**config.mk**
```make
export PLATFORM = sky130hd
export DESIGN_NAME = sd_card_cmd_responder_flat
export DESIGN_NICKNAME = d
export VERILOG_FILES = /design/src/rtl/sd_card_cmd_responder_if.sv /design/src/rtl/sd_card_cmd_responder.sv /design/src/flat_wrapper.sv
export SDC_FILE = /design/constraint.sdc
export NUM_CORES = 1
export LEC_CHECK = 0
export ABC_AREA = 1
export CORE_ASPECT_RATIO = 0.9
export CORE_UTILIZATION = 40
export DETAILED_ROUTE_END_ITERATION = 8
export GPL_ROUTABILITY_DRIVEN = 1
export PLACE_DENSITY_LB_ADDON = 0.08
export SLEW_MARGIN = 10
export SYNTH_ARGS = -nofsm -noshare
export SYNTH_HDL_FRONTEND = slang
export SYNTH_SLANG_ARGS = --single-unit
```
**constraint.sdc**
```tcl
create_clock -name sd_clock -period 2.45 [get_ports sd_clock]
set_clock_uncertainty 0.2 [all_clocks]
set_input_delay 0.735 -clock sd_clock [delete_from_list [all_inputs] [get_ports sd_clock]]
set_output_delay 0.735 -clock sd_clock [all_outputs]
set_load 0.03 [all_outputs]
```
**src/rtl/sd_card_cmd_responder_if.sv**
```systemverilog
// CMD-line and command/status bus between the SD command responder and its surroundings.
interface sd_card_cmd_responder_if;
    logic        cmd_in;
    logic        cmd_out;
    logic        cmd_oe;
    logic [31:0] resp_status;
    logic        cmd_valid;
    logic [5:0]  cmd_index;
    logic [31:0] cmd_argument;
    logic        crc_error;
    logic        busy;

    modport slave (
        input  cmd_in, resp_status,
        output cmd_out, cmd_oe, cmd_valid, cmd_index, cmd_argument, crc_error, busy
    );

    modport master (
        output cmd_in, resp_status,
        input  cmd_out, cmd_oe, cmd_valid, cmd_index, cmd_argument, crc_error, busy
    );
endinterface

```
**src/rtl/sd_card_cmd_responder.sv**
```systemverilog
// SD card CMD-line responder: receives 48-bit command frames, validates them and answers with an R1 frame.
// Optional macro CMD_CRC_CHECK_EN: when defined, the received CRC7 must match for a frame to be accepted.
module sd_card_cmd_responder #(
    parameter int unsigned NCR = 2
) (
    input  logic                   sd_clock,
    input  logic                   reset,
    sd_card_cmd_responder_if.slave bus
);
    localparam int unsigned FRAME_W   = 48;
    localparam int unsigned PAYLOAD_W = 40;
    localparam int unsigned CRC_W     = 7;
    localparam int unsigned CNT_W     = 6;
    localparam int unsigned IDX_W     = 6;
    localparam int unsigned ARG_W     = 32;

    typedef enum logic [2:0] {IDLE, RECV, CHECK, WAIT_NCR, SEND} state_t;

    state_t             state, state_d;
    logic [FRAME_W-1:0] shreg, shreg_d;
    logic [CNT_W-1:0]   bit_cnt, bit_cnt_d;
    logic               cmd_out_q, cmd_out_d;
    logic               cmd_oe_q, cmd_oe_d;
    logic               cmd_valid_q, cmd_valid_d;
    logic               crc_error_q, crc_error_d;
    logic               busy_q, busy_d;
    logic [IDX_W-1:0]   cmd_index_q, cmd_index_d;
    logic [ARG_W-1:0]   cmd_argument_q, cmd_argument_d;

    logic                 crc_ok_c;
    logic                 frame_ok_c;
    logic [PAYLOAD_W-1:0] resp_payload_c;
    logic [FRAME_W-1:0]   resp_frame_c;

    // CRC7 (x^7 + x^3 + 1), zero seed, MSB first
    function automatic logic [CRC_W-1:0] crc7(input logic [PAYLOAD_W-1:0] data);
        logic [CRC_W-1:0] crc;
        logic             fb;
        crc = '0;
        for (int i = PAYLOAD_W - 1; i >= 0; i--) begin
            fb  = data[i] ^ crc[CRC_W-1];
            crc = {crc[CRC_W-2:0], 1'b0};
            if (fb) crc = crc ^ 7'h09;
        end
        return crc;
    endfunction

`ifdef CMD_CRC_CHECK_EN
    assign crc_ok_c = (shreg[CRC_W:1] == crc7(shreg[FRAME_W-1:CRC_W+1]));
`else
    assign crc_ok_c = 1'b1;
`endif

    // Frame accepted only with transmission bit set, end bit set and (optionally) matching CRC
    assign frame_ok_c     = shreg[FRAME_W-2] & shreg[0] & crc_ok_c;
    assign resp_payload_c = {2'b00, shreg[45:40], bus.resp_status};
    assign resp_frame_c   = {resp_payload_c, crc7(resp_payload_c), 1'b1};

    always_ff @(posedge sd_clock) begin
        if (reset) begin
            state          <= IDLE;
            shreg          <= '0;
            bit_cnt        <= '0;
            cmd_out_q      <= 1'b1;
            cmd_oe_q       <= 1'b0;
            cmd_valid_q    <= 1'b0;
            crc_error_q    <= 1'b0;
            busy_q         <= 1'b0;
            cmd_index_q    <= '0;
            cmd_argument_q <= '0;
        end else begin
            state          <= state_d;
            shreg          <= shreg_d;
            bit_cnt        <= bit_cnt_d;
            cmd_out_q      <= cmd_out_d;
            cmd_oe_q       <= cmd_oe_d;
            cmd_valid_q    <= cmd_valid_d;
            crc_error_q    <= crc_error_d;
            busy_q         <= busy_d;
            cmd_index_q    <= cmd_index_d;
            cmd_argument_q <= cmd_argument_d;
        end
    end

    always_comb begin
        state_d        = state;
        shreg_d        = shreg;
        bit_cnt_d      = bit_cnt;
        cmd_out_d      = 1'b1;
        cmd_oe_d       = 1'b0;
        cmd_valid_d    = 1'b0;
        crc_error_d    = 1'b0;
        cmd_index_d    = cmd_index_q;
        cmd_argument_d = cmd_argument_q;

        unique case (state)
            IDLE: begin
                if (!bus.cmd_in) begin
                    state_d   = RECV;
                    shreg_d   = {shreg[FRAME_W-2:0], 1'b0};
                    bit_cnt_d = CNT_W'(1);
                end
            end
            RECV: begin
                if (bit_cnt != CNT_W'(FRAME_W)) begin
                    shreg_d   = {shreg[FRAME_W-2:0], bus.cmd_in};
                    bit_cnt_d = bit_cnt + CNT_W'(1);
                end else begin
                    // Decision is registered so cmd_valid/crc_error are visible during CHECK
                    state_d   = CHECK;
                    bit_cnt_d = '0;
                    if (frame_ok_c) begin
                        cmd_valid_d    = 1'b1;
                        cmd_index_d    = shreg[45:40];
                        cmd_argument_d = shreg[39:8];
                        shreg_d        = resp_frame_c;
                    end else begin
                        crc_error_d = 1'b1;
                    end
                end
            end
            CHECK: begin
                state_d = cmd_valid_q ? WAIT_NCR : IDLE;
            end
            WAIT_NCR: begin
                if (bit_cnt == CNT_W'(NCR - 1)) begin
                    state_d   = SEND;
                    cmd_oe_d  = 1'b1;
                    cmd_out_d = shreg[FRAME_W-1];
                    shreg_d   = {shreg[FRAME_W-2:0], 1'b0};
                    bit_cnt_d = CNT_W'(1);
                end else begin
                    bit_cnt_d = bit_cnt + CNT_W'(1);
                end
            end
            SEND: begin
                if (bit_cnt == CNT_W'(FRAME_W)) begin
                    state_d   = IDLE;
                    bit_cnt_d = '0;
                end else begin
                    cmd_oe_d  = 1'b1;
                    cmd_out_d = shreg[FRAME_W-1];
                    shreg_d   = {shreg[FRAME_W-2:0], 1'b0};
                    bit_cnt_d = bit_cnt + CNT_W'(1);
                end
            end
            default: begin
                state_d   = IDLE;
                bit_cnt_d = '0;
            end
        endcase

        busy_d = (state_d != IDLE);
    end

    assign bus.cmd_out      = cmd_out_q;
    assign bus.cmd_oe       = cmd_oe_q;
    assign bus.cmd_valid    = cmd_valid_q;
    assign bus.crc_error    = crc_error_q;
    assign bus.busy         = busy_q;
    assign bus.cmd_index    = cmd_index_q;
    assign bus.cmd_argument = cmd_argument_q;
endmodule
```
**src/flat_wrapper.sv**
```systemverilog
// flat-port wrapper written by rule: the top's interface ports become plain ports
module sd_card_cmd_responder_flat 
#(
    parameter int unsigned NCR = 2
)
  (sd_clock, reset, bus_cmd_in, bus_resp_status, bus_cmd_out, bus_cmd_oe, bus_cmd_valid, bus_cmd_index, bus_cmd_argument, bus_crc_error, bus_busy);
  sd_card_cmd_responder_if bus_i ();
  input  logic sd_clock;
  input  logic reset;
  input wire logic [$bits(bus_i.cmd_in)-1:0] bus_cmd_in;
  input wire logic [$bits(bus_i.resp_status)-1:0] bus_resp_status;
  output wire logic [$bits(bus_i.cmd_out)-1:0] bus_cmd_out;
  output wire logic [$bits(bus_i.cmd_oe)-1:0] bus_cmd_oe;
  output wire logic [$bits(bus_i.cmd_valid)-1:0] bus_cmd_valid;
  output wire logic [$bits(bus_i.cmd_index)-1:0] bus_cmd_index;
  output wire logic [$bits(bus_i.cmd_argument)-1:0] bus_cmd_argument;
  output wire logic [$bits(bus_i.crc_error)-1:0] bus_crc_error;
  output wire logic [$bits(bus_i.busy)-1:0] bus_busy;
  assign bus_i.cmd_in = bus_cmd_in;
  assign bus_i.resp_status = bus_resp_status;
  assign bus_cmd_out = bus_i.cmd_out;
  assign bus_cmd_oe = bus_i.cmd_oe;
  assign bus_cmd_valid = bus_i.cmd_valid;
  assign bus_cmd_index = bus_i.cmd_index;
  assign bus_cmd_argument = bus_i.cmd_argument;
  assign bus_crc_error = bus_i.crc_error;
  assign bus_busy = bus_i.busy;
  sd_card_cmd_responder #(.NCR(NCR)) u_core (.sd_clock(sd_clock), .reset(reset), .bus(bus_i));
endmodule
```
Yosys cells after proc, flatten, opt, wreduce, memory -nomap -nowiden
Cells that the tools add are included.
W data, S select, Z words.
- register bits: 100
- output and inout port bits: 43
- eq/ne operators: 12
- reductions and logical operators: 8
- $add $sub $neg: 1
- mux-type cells: 63
- bitwise operators: 78
- operators with widths (cell ; count):
    $mux W48 ; 5
    $pmux W48 S4 ; 1
    $mux W4 ; 38
    $not A2 Y2 ; 37
    $xor A1 B1 Y1 ; 34
    $pmux W6 S5 ; 1
    $mux W6 ; 4
    $pmux W3 S5 ; 1
    $mux W3 ; 4
    $reduce_and A5 Y1 ; 2
    $add A6 B1 Y6 const B ; 1
    $eq A3 B2 Y1 const B ; 2
    $eq A6 B1 Y1 const B ; 1
    $eq A6 B6 Y1 const B ; 1
    $mux W1 ; 6
    $ne A6 B6 Y1 const B ; 1
    $ne A2 B1 Y1 const B ; 2
    $ne A2 B2 Y1 const B ; 2
    $pmux W1 S2 ; 2
    $reduce_bool A4 Y1 ; 1
    $eq A3 B1 Y1 const B ; 1
    $eq A3 B3 Y1 const B ; 1
    $logic_not A3 Y1 ; 1
    $ne A3 B1 Y1 const B ; 1
    other kinds (8) ; 12

Longest topological paths before layout
- word-level depth: 78
- gate-level depth with buffers: 24
- gate-level depth less buffers: 23

Least setup slack after synthesis
Ideal clock, no wire load.
- path kind: input to register
- from: input port bus_resp_status[27]
- to: register u_core.shreg[6]
- arrival: 2187 ps
- stages on the path: 20
- path slack: -68 ps
- setup time: 131 ps
- cells stage by stage: buf_4 inv_1 nand2_1 nand2_1 nand2_4 nand2_4 nand2_4 nand2_2 nand2_1 nand2_1 nand3_1 nand2_2 xor2_1 inv_1 nand2_1 nand2_1 nand2_1 nand3_1 nand2_1 a21oi_2
- cells in the longest elaborated chain, start to end: 25
- elaborated cells between the ends (all ways): 49
- RTL lines (what ; line ; source):
    from (decl) ; flat_wrapper.sv:11 ; input wire logic [$bits(bus_i.resp_status)-1:0] bus_resp_status;
    $xor A1 B1 Y1 * ; sd_card_cmd_responder.sv:41 ; fb = data[i] ^ crc[CRC_W-1];
    $mux W4 * ; sd_card_cmd_responder.sv:43 ; if (fb) crc = crc ^ 7'h09;
    $xor A1 B1 Y1 or $mux W4 (tied branches) ; sd_card_cmd_responder.sv:41, sd_card_cmd_responder.sv:43 ;
    $mux W4 ; sd_card_cmd_responder.sv:43 ;
    $xor A1 B1 Y1 (tied with other cells) ; sd_card_cmd_responder.sv:41 ;
    $mux W4 ; sd_card_cmd_responder.sv:43 ;
    $mux W4 (tied with other cells) ; sd_card_cmd_responder.sv:43 ;
    $mux W4 ; sd_card_cmd_responder.sv:43 ;
    [... 9 more ...] ; -- ;
    $mux W4 ; sd_card_cmd_responder.sv:43 ;
    $mux W4 (tied with other cells) ; sd_card_cmd_responder.sv:43 ;
    $mux W4 ; sd_card_cmd_responder.sv:43 ;
    $not A2 Y2 (no line) or $xor A1 B1 Y1 (tied branches) ; -- ;
    $mux W4 * ; sd_card_cmd_responder.sv:43 ;
    $mux W48 * ; sd_card_cmd_responder.sv:112 ; if (frame_ok_c) begin
    $mux W48 * ; sd_card_cmd_responder.sv:105 ; if (bit_cnt != CNT_W'(FRAME_W)) begin
    $pmux W48 S4 * ; sd_card_cmd_responder.sv:96 ; unique case (state)
    to (signal assigned) ; sd_card_cmd_responder.sv:73 ; shreg <= shreg_d;
    to (decl) ; sd_card_cmd_responder.sv:20 ; logic [FRAME_W-1:0] shreg, shreg_d;
Every way passes the cells marked *; elsewhere a longest branch is shown, timed or not. The select of a mux whose other input is x is not followed.
A chain may end at the register's enable or synchronous reset.

Worst setup path after layout
- from: input port bus_resp_status[26]
- to: register u_core.shreg[4]
- cells in the longest elaborated chain, start to end: 23
- elaborated cells between the ends (all ways): 54
- RTL lines (what ; line):
    $xor A1 B1 Y1 * ; sd_card_cmd_responder.sv:41
    $mux W4 * ; sd_card_cmd_responder.sv:43
    $xor A1 B1 Y1 or $mux W4 (tied branches) ; sd_card_cmd_responder.sv:41, sd_card_cmd_responder.sv:43
    $mux W4 ; sd_card_cmd_responder.sv:43
    $xor A1 B1 Y1 (tied with other cells) ; sd_card_cmd_responder.sv:41
    $mux W4 ; sd_card_cmd_responder.sv:43
    $xor A1 B1 Y1 (tied with other cells) ; sd_card_cmd_responder.sv:41
    $mux W4 ; sd_card_cmd_responder.sv:43
    [... 7 more ...] ; --
    $mux W4 ; sd_card_cmd_responder.sv:43
    $mux W4 (tied with other cells) ; sd_card_cmd_responder.sv:43
    $mux W4 ; sd_card_cmd_responder.sv:43
    $not A2 Y2 (no line) or $xor A1 B1 Y1 (tied branches) ; --
    $mux W4 * ; sd_card_cmd_responder.sv:43
    $mux W48 * ; sd_card_cmd_responder.sv:112
    $mux W48 * ; sd_card_cmd_responder.sv:105
    $pmux W48 S4 * ; sd_card_cmd_responder.sv:96
Marked as above.

==> metrics.csv <==
metric;value;unit
Max Freq;405.7;MHz
synth top area cells;dfxtp_1 (37%), nand2_1 (19%), nand3_1 (7.4%), a21oi_1 (5.4%), o21ai_0 (4.1%);
RSZ-0062 raised after global routing;true;
total core area;12880;sq um
post-synth net total;858;
Fill cells;1208;
Port-buffer cells;77;
synthesized area per cell;6.544;sq um
Vias per Instance;5.147;
Setup WS post-layout;-0.01474;ns
# IOs;78;
Worst-path clk slew;0.07;ns
post-synthesis sequential area ratio;37.30;%
reg2reg start;u_core.shreg[41]$_SDFFE_PP0P_;
Pwr Total;4.988;mW
Cell Pwr Density;650.0;nW/um^2
failing checks;setup timing;
clk sinks;100;
Post-synth EDFFs;0;
Slew Viols, Final;0;
Hold Path Sink;u_core.bus.cmd_argument[24]$_SDFFE_PP0P_;
first drt pass iteration count;4;
part of the cycle the worst path needs;100.6;%
synthesized area;5366;sq um
hold path start;u_core.bus.cmd_argument[24]$_SDFFE_PP0P_;
post-placement cell area;6630;sq um
RR Endpoint;u_core.shreg[4]$_SDFFE_PP0P_;
library cells used by synthesis;39;
top_reg_cell synth;dfxtp_1;
final hold violation count;0;
layout cell share with drive strength beyond 1;30.23;%
hold_ws;0.2590;ns
Max FO, Critical Path;5;
setup TNS;-0.02011;ns
first-pass GRT wire length;23780;um
Worst Hold Depth;2;
relative slew slack;63.51;%
clk_lat worst skew;0.35;ns
Worst Setup Start Kind;input pin;
Leakage;3.273;nW
CTS Buf Count;9;
Setup Crit Path Kind;input pin to flip-flop;
Synth Instances;820;
H-tree depth;3;
Root Driver;clkbuf_16;
final HPWL from detailed placement;11040;um
clock buffer depth;2;
Final ANT Viol Nets;0;
Synth area leader;dfxtp_1;
CP arrival;2.48;ns
Row Count;39;
number of global-route vias before repair;4867;
DR iter-0 viols;358;
synth warn;0;
outcome;finished, violations left;
via count;5646;
post-synthesis register bit count;100;
Final Wtd Congestion;0.8861;
Placed Cells;1076;
Worst EP required;2.46;ns
worst-margin pin slew;0.5474;ns
worst vdd ir;403.1;uV
total gr overflow;0;
die extent in x;124.1;um
TritonCTS clock tree;yes;
total track usage;21.80;%
Die H;111.9;um
fin area;7675;sq um
cts hold-fix bufs;0;
CP Capture Type;flip-flop;
area grow syn2layout;43.02;%
largest net degree at the start of global routing;49;
pre-CTS setup slack;-0.9057;ns
endpoints failing setup;3;
asr flop ratio synth;0;%
reg2reg setup slack;0.04;ns
Die ar.;13880;sq um
DRC violations left;0;
Routed Wire Length;15620;um
fin util;59.58;%
max-cap violations;0;
Antenna diodes;0;
Starting Density;41.66;%
HP Class;flip-flop to flip-flop;
fin crit period;2.465;ns
R2R cell count;18;
Final #Nets;968;
Layout Cells excl Fill;1097;
antenna violations before repair;0;
Synth top area share;37.30;%
Avg WL per Cell;14.24;um
[repair_timing]
| item | 4_1_cts | 5_1_grt |
|---|---|---|
| pin swaps | 45 | 89 |
| cloned | 0 | 1 |
| buffers inserted | 0 | 6 |
| gates resized for setup | 107 | 169 |
| endpoints found under the setup margin | 7 | 27 |
[worst max-delay path by stage]
stage | startpoint | end | cells past startpoint
floorplan | bus_resp_status[27] | u_core.shreg[6]$_SDFFE_PP0P_ | 21
global placement | bus_resp_status[28] | u_core.shreg[1]$_SDFFE_PP0P_ | 19
detailed placement | bus_resp_status[31] | u_core.shreg[4]$_SDFFE_PP0P_ | 22
CTS | bus_resp_status[21] | u_core.shreg[5]$_SDFFE_PP0P_ | 23
global route | bus_resp_status[26] | u_core.shreg[5]$_SDFFE_PP0P_ | 20
finish | bus_resp_status[26] | u_core.shreg[4]$_SDFFE_PP0P_ | 18
[flip-flops by register name, summed over array words and instances (netlist names), 3 cells and up]
signal	flops
u_core.bit_cnt	6
u_core.state	3
u_core.bus.cmd_index	6
u_core.bus.cmd_argument	32
u_core.shreg	48
[routing by layer]
layer | wire length [um] | part of all wire, % | vias to the layer above | global-route usage [%]
met4 | 135 | 0.86 | 0 | 6.508
met2 | 7163 | 46 | 108 | 32.34
met3 | 662 | 4.2 | 10 | 3.535
met1 | 7662 | 49 | 2652 | 32.01
li1 | - | - | 2876 | -
met5 | 0 | 0 | - | 0
[power breakdown]
part / internal [mW] / switching, mW
sequential: 1.71 / 0.0771
clock: 0.840 / 0.614
combinational: 0.692 / 1.06
[placed cells by master, fill, tap and decap left out, types with 3 or more instances in the layout]
cell / netlist / final
xnor2_2: 1 / 3
clkdlybuf4s50_1: 0 / 55
nand3_1: 79 / 56
nand3_4: 0 / 5
nand2_2: 25 / 65
xor2_1: 9 / 5
nand2_1: 267 / 194
dfxtp_2: 0 / 3
a21oi_2: 1 / 4
nor2_2: 1 / 3
buf_8: 0 / 3
clkbuf_16: 0 / 10
clkbuf_2: 0 / 6
a31oi_1: 32 / 32
inv_1: 56 / 44
buf_12: 0 / 3
buf_6: 3 / 8
buf_4: 1 / 61
nand3b_1: 5 / 5
inv_4: 1 / 5
inv_2: 14 / 22
ha_1: 3 / 3
o21ai_1: 1 / 3
o21ai_0: 44 / 42
nand4_1: 3 / 3
a21oi_1: 58 / 55
nand3_2: 4 / 22
nand2_4: 4 / 36
dfxtp_4: 0 / 3
nor3_1: 5 / 5
xor2_4: 0 / 3
nor2_4: 0 / 3
nor2_1: 45 / 40
dfxtp_1: 100 / 94
[layout make-up]
| type | count | area (sq um) | share of cell area, % |
|---|---|---|---|
| inverters | 73 | 287.8 | 3.750 |
| clock inverters | 3 | 46.29 | 0.6032 |
| multi-input cells | 603 | 3555 | 46.32 |
| repair buffers | 143 | 1311 | 17.09 |
| clock buffers | 11 | 252.7 | 3.293 |
| flip-flops and latches | 100 | 2017 | 26.28 |
| well taps | 164 | 205.2 | 2.674 |
[synthesized netlist by cell type (all sizes together), types with 2 or more instances]
cell type  number
a21oi          59
xor2           10
o21ai          45
clkinv          2
inv            71
xnor2           7
dfxtp         100
nor3            5
nand2         296
ha              3
nand3          83
nand3b          6
nor2           46
nand4           3
a31oi          32
or3             2
clkbuf         35
buf             9
[logic make-up (layout without fill, tap and decap cells)]
kind of cell,Yosys count,after routing,share of synthesized area [%]
AND/OR/NAND/NOR,443,443,36.02
AO/OA/AOI/OAI,140,140,14.08
buffers and inverters,117,230,8.836
XOR/XNOR,17,17,3.055
flip-flops,100,100,37.30
adder cells (fa/ha/maj),3,3,0.6995
[critical path, stage by stage]
cell and delay, ns:
buf_6 0.11, nand2_1 0.08, nand2_2 0.06, nand2_4 0.14
buf_12 0.12, nand3_4 0.09, nand3_2 0.09, nand2_2 0.05
nand2_2 0.12, nand2_4 0.08, nand2_4 0.08, nand4_1 0.14
nand3b_1 0.17, nand2_1 0.09, nand2_1 0.06, nand3_1 0.07
nand2_1 0.10, a21oi_2 0.06
(Power assumes the default switching activity.)
